## config.mk

```make
export PLATFORM = sky130hd
export DESIGN_NAME = la_counter_bank
export DESIGN_NICKNAME = d
export VERILOG_FILES = /design/src/rtl/la_counter_bank.sv
export SDC_FILE = /design/constraint.sdc
export NUM_CORES = 1
export LEC_CHECK = 0
export CORE_ASPECT_RATIO = 0.7
export CORE_MARGIN = 1
export CORE_UTILIZATION = 40
export CTS_CLUSTER_DIAMETER = 30
export CTS_CLUSTER_SIZE = 16
export DETAILED_ROUTE_END_ITERATION = 12
export PLACE_DENSITY_LB_ADDON = 0.08
export SETUP_SLACK_MARGIN = 0.4
export SLEW_MARGIN = 10
export SYNTH_ARGS = -nofsm -noshare
export SYNTH_HDL_FRONTEND = slang
export SYNTH_SLANG_ARGS = --single-unit
```

## constraint.sdc

```tcl
create_clock -name wb_clk_i -period 5.01 [get_ports wb_clk_i]
set_clock_uncertainty 0.2 [all_clocks]
set_input_delay 1.002 -clock wb_clk_i [delete_from_list [all_inputs] [get_ports wb_clk_i]]
set_output_delay 1.002 -clock wb_clk_i [all_outputs]
set_load 0.01 [all_outputs]
```

## src/rtl/la_counter_bank.sv

```systemverilog
`default_nettype none
// ============================================================================
// Module   : la_counter_bank
// Purpose  : Bank of prescaled up/down counters with wrap/saturate, sticky
//            compare match and a shared interrupt, driven from LA probes.
// Revision : 1.0
// ============================================================================
module la_counter_bank #(
  parameter int CHANNELS   = 4,
  parameter int WIDTH      = 16,
  parameter int PRESCALE_W = 8
) (
  input  logic                      wb_clk_i,
  input  logic                      wb_rst_i,
  input  logic [CHANNELS-1:0]       en_i,
  input  logic [CHANNELS-1:0]       dir_i,
  input  logic [CHANNELS-1:0]       sat_i,
  input  logic [CHANNELS-1:0]       load_i,
  input  logic [CHANNELS*WIDTH-1:0] load_val_i,
  input  logic [CHANNELS*WIDTH-1:0] cmp_val_i,
  input  logic [CHANNELS-1:0]       match_clr_i,
  input  logic [CHANNELS-1:0]       irq_en_i,
  input  logic [PRESCALE_W-1:0]     prescale_i,
  output logic [CHANNELS*WIDTH-1:0] count_o,
  output logic [CHANNELS-1:0]       match_o,
  output logic [CHANNELS-1:0]       event_o,
  output logic                      tick_o,
  output logic                      irq_o
);

  localparam logic [WIDTH-1:0] c_ONES = '1;

  logic [PRESCALE_W-1:0] r_psc;
  logic                  r_tick;
  logic                  r_irq;

  // >= so that lowering prescale_i mid-count ticks at once instead of rolling over
  always_ff @(posedge wb_clk_i or posedge wb_rst_i) begin
    if (wb_rst_i) begin
      r_psc  <= '0;
      r_tick <= 1'b0;
    end else if (r_psc >= prescale_i) begin
      r_psc  <= '0;
      r_tick <= 1'b1;
    end else begin
      r_psc  <= r_psc + 1'b1;
      r_tick <= 1'b0;
    end
  end

  assign tick_o = r_tick;

  for (genvar n = 0; n < CHANNELS; n++) begin : g_ch
    logic [WIDTH-1:0] r_count;
    logic [WIDTH-1:0] w_cnt_nxt;
    logic             w_evt_nxt;
    logic             w_hit;
    logic             r_event;
    logic             r_match;

    always_comb begin
      w_cnt_nxt = r_count;
      w_evt_nxt = 1'b0;
      if (load_i[n]) begin
        w_cnt_nxt = load_val_i[n*WIDTH +: WIDTH];
      end else if (r_tick && en_i[n]) begin
        if (dir_i[n]) begin
          if (r_count == c_ONES) begin
            if (!sat_i[n]) begin
              w_cnt_nxt = '0;
              w_evt_nxt = 1'b1;
            end
          end else begin
            w_cnt_nxt = r_count + 1'b1;
            w_evt_nxt = sat_i[n] && (w_cnt_nxt == c_ONES);
          end
        end else begin
          if (r_count == '0) begin
            if (!sat_i[n]) begin
              w_cnt_nxt = c_ONES;
              w_evt_nxt = 1'b1;
            end
          end else begin
            w_cnt_nxt = r_count - 1'b1;
            w_evt_nxt = sat_i[n] && (w_cnt_nxt == '0);
          end
        end
      end
    end

    assign w_hit = (r_count == cmp_val_i[n*WIDTH +: WIDTH]);

    always_ff @(posedge wb_clk_i or posedge wb_rst_i) begin
      if (wb_rst_i) begin
        r_count <= '0;
        r_event <= 1'b0;
        r_match <= 1'b0;
      end else begin
        r_count <= w_cnt_nxt;
        r_event <= w_evt_nxt;
        // a live compare hit overrides a clear request in the same cycle
        r_match <= w_hit | (r_match & ~match_clr_i[n]);
      end
    end

    assign count_o[n*WIDTH +: WIDTH] = r_count;
    assign event_o[n]                = r_event;
    assign match_o[n]                = r_match;
  end

  always_ff @(posedge wb_clk_i or posedge wb_rst_i) begin
    if (wb_rst_i) begin
      r_irq <= 1'b0;
    end else begin
      r_irq <= |(match_o & irq_en_i);
    end
  end

  assign irq_o = r_irq;

endmodule
`default_nettype wire

```

==> results of run 1 <==
## cells by family (layout without fill, tap and decap cells)
logic type               count (synthesis)  in the layout
buffers and inverters                  181            322
flip-flops                              82             82
adder cells (fa/ha/maj)                 29             29
AO/OA/AOI/OAI                          342            342
other                                    0              1
AND/OR/NAND/NOR                        505            505
multiplexers                            16             16
XOR/XNOR                               110            110
## worst min-delay path by stage
stage	from	to	slack, ns	depth (start not counted)
3_3_place_gp	g_ch[3].r_match	irq_o	0.33	2
3_5_place_dp	g_ch[3].r_match	irq_o	0.34	2
6_report	g_ch[3].r_match	irq_o	0.35	2
2_1_floorplan	g_ch[3].r_match	irq_o	0.28	2
5_1_grt	r_psc[0]	r_psc[0]	0.39	1
4_1_cts	g_ch[3].r_match	irq_o	0.35	2
## Yosys cell counts (8+ instances only)
library cell | count | area, sq um
and2_1 | 11 | 68.8
nand3_1 | 44 | 220
clkbuf_1 | 59 | 221
nand2_1 | 101 | 379
dfrtp_1 | 82 | 2050
nand2b_1 | 13 | 81.3
a221oi_1 | 11 | 96.3
nor2_1 | 78 | 293
and4_1 | 16 | 140
buf_2 | 31 | 155
a31oi_1 | 20 | 125
mux2i_1 | 9 | 90.1
o211ai_1 | 11 | 82.6
nor3b_1 | 11 | 82.6
buf_1 | 11 | 41.3
xor2_1 | 84 | 736
ha_1 | 29 | 363
xnor2_1 | 26 | 228
o31ai_1 | 24 | 180
nor4b_1 | 9 | 78.8
or2_2 | 11 | 68.8
o221ai_1 | 11 | 96.3
or3_1 | 12 | 75.1
a221o_1 | 9 | 90.1
a21o_1 | 8 | 60.1
buf_4 | 13 | 97.6
and3_1 | 23 | 144
o2bb2ai_1 | 9 | 78.8
buf_6 | 9 | 101
a21oi_1 | 59 | 295
nor3_1 | 50 | 250
o21ai_0 | 62 | 310
nand4_1 | 35 | 219
inv_1 | 54 | 203
nor4_1 | 39 | 244
nand3b_1 | 10 | 75.1
o22ai_1 | 11 | 68.8
a211oi_1 | 17 | 128
## routing by layer
| layer | GRT usage, % | vias to the layer above | wire length, microns | part of all wire [%] |
|---|---|---|---|---|
| met3 | 6.25 | 39 | 3530 | 9.7 |
| met2 | 41.2 | 570 | 15300 | 42 |
| met4 | 6.50 | 0 | 526 | 1.4 |
| met5 | 0 | - | 0 | 0 |
| li1 | - | 5013 | - | - |
| met1 | 43.5 | 5134 | 17000 | 47 |
## power breakdown
group / total (W) / internal, W / switching [W]
clock network: 0.000703 / 0.000386 / 0.000317
registers: 0.00119 / 0.000768 / 0.000418
logic: 0.00139 / 0.000689 / 0.000705
## state kept, by name (all words and copies together) (netlist names)
| name | flops |
|---|---|
| g_ch.r_count | 64 |
| g_ch.r_match | 4 |
| r_psc | 8 |
| g_ch.r_event | 4 |
| irq_o | 1 |
| tick_o | 1 |
## final cells by class
type,instances,share of cell area (%)
antenna,1,0.0204
clock buffer,11,1.90
clock inverter,5,0.450
inverter,57,1.77
multi-input combinational,1002,55.8
sequential,82,16.8
tap,318,3.25
timing repair buffer,249,20.1
## per-stage QoR
stage / area, sq um / total power (W) / instances / util (%)
2_1_floorplan: 9720 / 0.00197 / 1265 / -
3_3_place_gp: 11900 / 0.00256 / 1708 / 50.3
3_5_place_dp: 11900 / 0.00256 / 1708 / 50.3
4_1_cts: 12200 / 0.00328 / 1724 / 51.5
5_1_grt: 12200 / 0.00348 / 1725 / 51.5
6_report: 12200 / 0.00328 / 1725 / 51.5
## worst reg2reg max path, cell delays in order, from the launching register on
cell and delay (ns):
dfrtp_1 0.72, ha_1 0.37, nand4_1 0.24, or3_1 0.62
o21ai_1 0.59, o32ai_1 0.18, a311oi_1 0.33, a221oi_1 0.13
==> results.json, run 1 <==
{
  "status": "finished, final reports clean",
  "drt_drc_violations_left": 0,
  "synth-simple-area-share_pct": 29.4,
  "timing.hold.ws_ns": 0.345,
  "die_area_sq_um": 24900,
  "crit_fanout": 13,
  "yosysWarnings": 0,
  "cp-start-kind": "register",
  "worst_pin_slew_ns": 1.25,
  "crit_end": "g_ch[0].r_count[7]",
  "numCtsBuffers": 9,
  "final_cell_mix": "235 x clkdlybuf4s50_1, 101 x nand2_1, 84 x xor2_1, 82 x dfrtp_1, 78 x nor2_1",
  "post-cts-setup-buffers": 0,
  "ys_seq_elements": 82,
  "reg2regPathDepth": 7,
  "die_width_microns": 188,
  "antenna_found_initial": 1,
  "max_freq_mhz": 282,
  "yosysUniqueCellTypes": 100,
  "ios": 236,
  "syn_nets": 1456,
  "path_clk_slew_ns": 0.07,
  "cts.sinks": 82,
  "p_leak_nw": 4.47,
  "fill_cells": 2347,
  "layout.nets": 1592,
  "r2r_slack_ns": 1.47,
  "worst_ep_required_time_ns": 5.00,
  "synth-edff-count": 0,
  "period_minus_slack_ns": 3.54,
  "worstSetupPathType": "reg -> reg",
  "place_ws_ns": 1.21,
  "finalCritPeriodShare_pct": 70.7,
  "cts_tree": "yes",
  "cp_slowest_stage_delay_ns": 0.72,
  "syn_area_sq_um": 9720,
  "drv_slew": 0,
  "avgSynthCellArea_sq_um": 7.68,
  "dpl.hpwl_microns": 26600,
  "setup_violations": 0,
  "tns_ns": 0,
  "rr_endpoint": "g_ch[0].r_count[7]",
  "seq_area_frac_synth_pct": 21.1,
  "seqCellArea_sq_um": 2050,
  "cp.arrival_ns": 3.53,
  "muxShareOfSynthArea_pct": 1.85,
  "power_density_nw_per_um2": 268,
  "area_growth_pct": 26.0,
  "finalHoldViolCount": 0,
  "routabilityCongestion": 0.948,
  "hold_path.class": "reg -> reg",
  "cts_resized": 0,
  "initial_utilization_pct": 40.9,
  "vias": 10800,
  "insertion_delay_ns": 0.37,
  "cts_hold_buf": 0,
  "crit_start": "g_ch[0].r_count[1]",
  "core_area_sq_um": 23800,
  "wl_per_cell_microns": 21.1,
  "cts_root_buf": "clkbuf_16",
  "path_cells": "ha_1 > nand4_1 > or3_1 > o21ai_1 > o32ai_1 > a311oi_1 > a221oi_1",
  "syn-instance-count": 1265,
  "rows": 47,
  "dominantRegCellSynth": "dfrtp_1",
  "htreeDepth": 3,
  "synthXorXnorAreaFrac_pct": 9.92,
  "grt_pass1_wl_microns": 56900,
  "r2r_start": "g_ch[0].r_count[1]",
  "multi_input_area_sq_um": 6830,
  "end_kind": "register",
  "grt_pass1_vias": 9768,
  "viasPerCell": 6.24,
  "firstDrtPassIters": 7,
  "crit_buf_inv": 0,
  "finalWirelength_microns": 36400,
  "die_h_microns": 132,
  "setup_ws_ns": 1.47,
  "final_common_cell": "clkdlybuf4s50_1",
  "io_buffers": 235,
  "cp_num_cells": 7,
  "overflow": 0,
  "cp_top_family": "compound AO/OA/AOI/OAI gates",
  "synth_compound_area_share_pct": 25.3,
  "synth_adder_area_share_pct": 3.73,
  "drive_gt1_share_pct": 6.40,
  "synthArstFlopShare_pct": 100,
  "vdd_drop_max_mv": 0.200,
  "drtIter0Drc": 1020,
  "drtAntennaViolNets": 0,
  "critPathSlowestCell": "dfrtp_1",
  "synth_top_family_by_area": "simple AND/OR/NAND/NOR gates",
  "cap_violations": 0,
  "cts_buffer_depth": 2,
  "track_usage_pct": 28.8,
  "grt_max_degree": 68,
  "max-slew-margin-rel_pct": 15.9,
  "rsz0062_at_grt": "no"
}
(Power assumes the default switching activity.)
==> inputs of run 2 (changes only) <==
==> constraint.sdc (replaced) <==
create_clock -name wb_clk_i -period 2.8 [get_ports wb_clk_i]
set_clock_uncertainty 0.2 [all_clocks]
set_input_delay 0.56 -clock wb_clk_i [delete_from_list [all_inputs] [get_ports wb_clk_i]]
set_output_delay 0.56 -clock wb_clk_i [all_outputs]
set_load 0.01 [all_outputs]
==> results.json, run 2 (same netlist as run 1, synthesis figures left out) <==
{
  "max_freq_mhz": 387,
  "p_sw_share_pct": 43.6,
  "setup_violations": 0,
  "drtAntennaViolNets": 0,
  "worst_ep_required_time_ns": 2.85,
  "dpl.hpwl_microns": 30800,
  "die_width_microns": 188,
  "end_kind": "register",
  "cts_hold_buf": 0,
  "timing.hold.ws_ns": 0.317,
  "worst_pin_slew_ns": 0.654,
  "drive_gt1_share_pct": 32.0,
  "cts_buffer_depth": 2,
  "drt_drc_violations_left": 0,
  "core_area_sq_um": 23800,
  "crit_fanout": 7,
  "finalHoldViolCount": 0,
  "ios": 236,
  "grt_pass1_wl_microns": 62700,
  "antenna_found_initial": 2,
  "period_minus_slack_ns": 2.58,
  "cp.arrival_ns": 2.63,
  "reg.largest.list": "g_ch.r_count (64), r_psc (8)",
  "max-slew-margin-rel_pct": 55.9,
  "cap_violations": 0,
  "grt_max_degree": 32,
  "initial_utilization_pct": 40.9,
  "hold_path.class": "reg -> reg",
  "path_clk_slew_ns": 0.07,
  "wl_per_cell_microns": 21.3,
  "final_common_cell": "buf_4",
  "numCtsBuffers": 9,
  "largest_reg_flops": 64,
  "die_h_microns": 132,
  "place_ws_ns": -0.0243,
  "p_int_w": 0.00397,
  "cts.sinks": 82,
  "finalCritPeriodShare_pct": 92.2,
  "worstSetupPathType": "reg -> reg",
  "viasPerCell": 6.14,
  "p_leak_nw": 5.91,
  "io_buffers": 235,
  "rows": 47,
  "grt_pass1_vias": 11000,
  "cts_tree": "yes",
  "setup_ws_ns": 0.219,
  "overflow": 0,
  "top_register": "g_ch.r_count",
  "area_growth_pct": 58.2,
  "final_cell_mix": "238 x buf_4, 233 x clkdlybuf4s50_1, 93 x nand2_1, 83 x xor2_1, 74 x nor2_1",
  "clkPwrFrac_pct": 17.1,
  "routabilityCongestion": 0.984,
  "cts_root_buf": "clkbuf_16",
  "fin_total_pwr_w": 0.00704,
  "n_antenna_cell": 0,
  "vdd_drop_max_mv": 0.351,
  "die_area_sq_um": 24900,
  "firstDrtPassIters": 5,
  "fill_cells": 2004,
  "p_seq_share_pct": 26.3,
  "cp-start-kind": "register",
  "insertion_delay_ns": 0.37,
  "combPwrFrac_pct": 56.6,
  "drtIter0Drc": 1407,
  "power.switching_w": 0.00307,
  "layout.nets": 1847,
  "status": "finished, final reports clean",
  "vias": 12200,
  "rsz0062_at_grt": "yes",
  "power_density_nw_per_um2": 458,
  "tns_ns": 0,
  "track_usage_pct": 31.9,
  "drv_slew": 0,
  "htreeDepth": 3,
  "finalWirelength_microns": 42200
}
## run 2: what timing repair did
item	in CTS	in global routing
setup buffers	35	43
endpoints found under the setup margin	89	92
cloned	2	1
gates resized for setup	85	175
pin swaps	28	63
## run 2: worst paths after layout
| kind | start | to | slack (ns) | cells after the start |
|---|---|---|---|---|
| hold reg to reg | r_psc[0] | r_psc[0] | 0.32 | 1 |
| hold / removal | r_psc[0] | r_psc[0] | 0.32 | 1 |
| max in group asynchronous | wb_rst_i | g_ch[2].r_count[0] | 1.51 | 3 |
| min in group asynchronous | wb_rst_i | g_ch[1].r_count[7] | 0.37 | 2 |
| setup reg to reg | g_ch[1].r_count[1] | g_ch[1].r_count[15] | 0.22 | 7 |
| setup / recovery | g_ch[1].r_count[1] | g_ch[1].r_count[15] | 0.22 | 7 |
## run 2: per-layer routing
metal | routed length (microns) | part of all wire [%] | track usage (%) | up-vias
li1 | - | - | - | 5531
met1 | 18700 | 44 | 46.7 | 5779
met2 | 17900 | 43 | 46.5 | 759
met3 | 4730 | 11 | 7.91 | 88
met4 | 814 | 1.9 | 7.72 | 2
met5 | 8 | 0.019 | 0 | -
## run 2: worst max-delay path: stages (launching register included)
cell	delay, ns
dfrtp_2	0.49
or4_4	0.60
nor4_4	0.34
buf_4	0.18
and2_4	0.14
a22o_1	0.15
o31ai_2	0.08
o311ai_1	0.28
## run 2: stage by stage
stage | util (%) | instance area [sq um] | instances
3_3_place_gp | 56.5 | 13400 | 1882
3_5_place_dp | 56.5 | 13400 | 1882
5_1_grt | 64.7 | 15400 | 1979
4_1_cts | 60.1 | 14300 | 1935
6_report | 64.7 | 15400 | 1979
2_1_floorplan | - | 9890 | 1265
## run 2: layout make-up
cell class	count	area [sq um]	share of cell area, %
multi-input combinational	1005	7860	51.1
timing repair buffer	501	4500	29.3
clock inverter	7	51.3	0.334
inverter	57	235	1.53
tap	318	398	2.59
sequential	82	2110	13.7
clock buffer	9	225	1.47
## run 2: power by group through the flow
stage                     Combinational [W]  Clock, W  Sequential, W
after floorplan                     0.00191         0        0.00167
after global placement              0.00322         0        0.00183
after detailed placement            0.00323         0        0.00183
after CTS                           0.00348   0.00123        0.00181
after global routing                0.00424   0.00127        0.00188
final                               0.00399   0.00120        0.00185
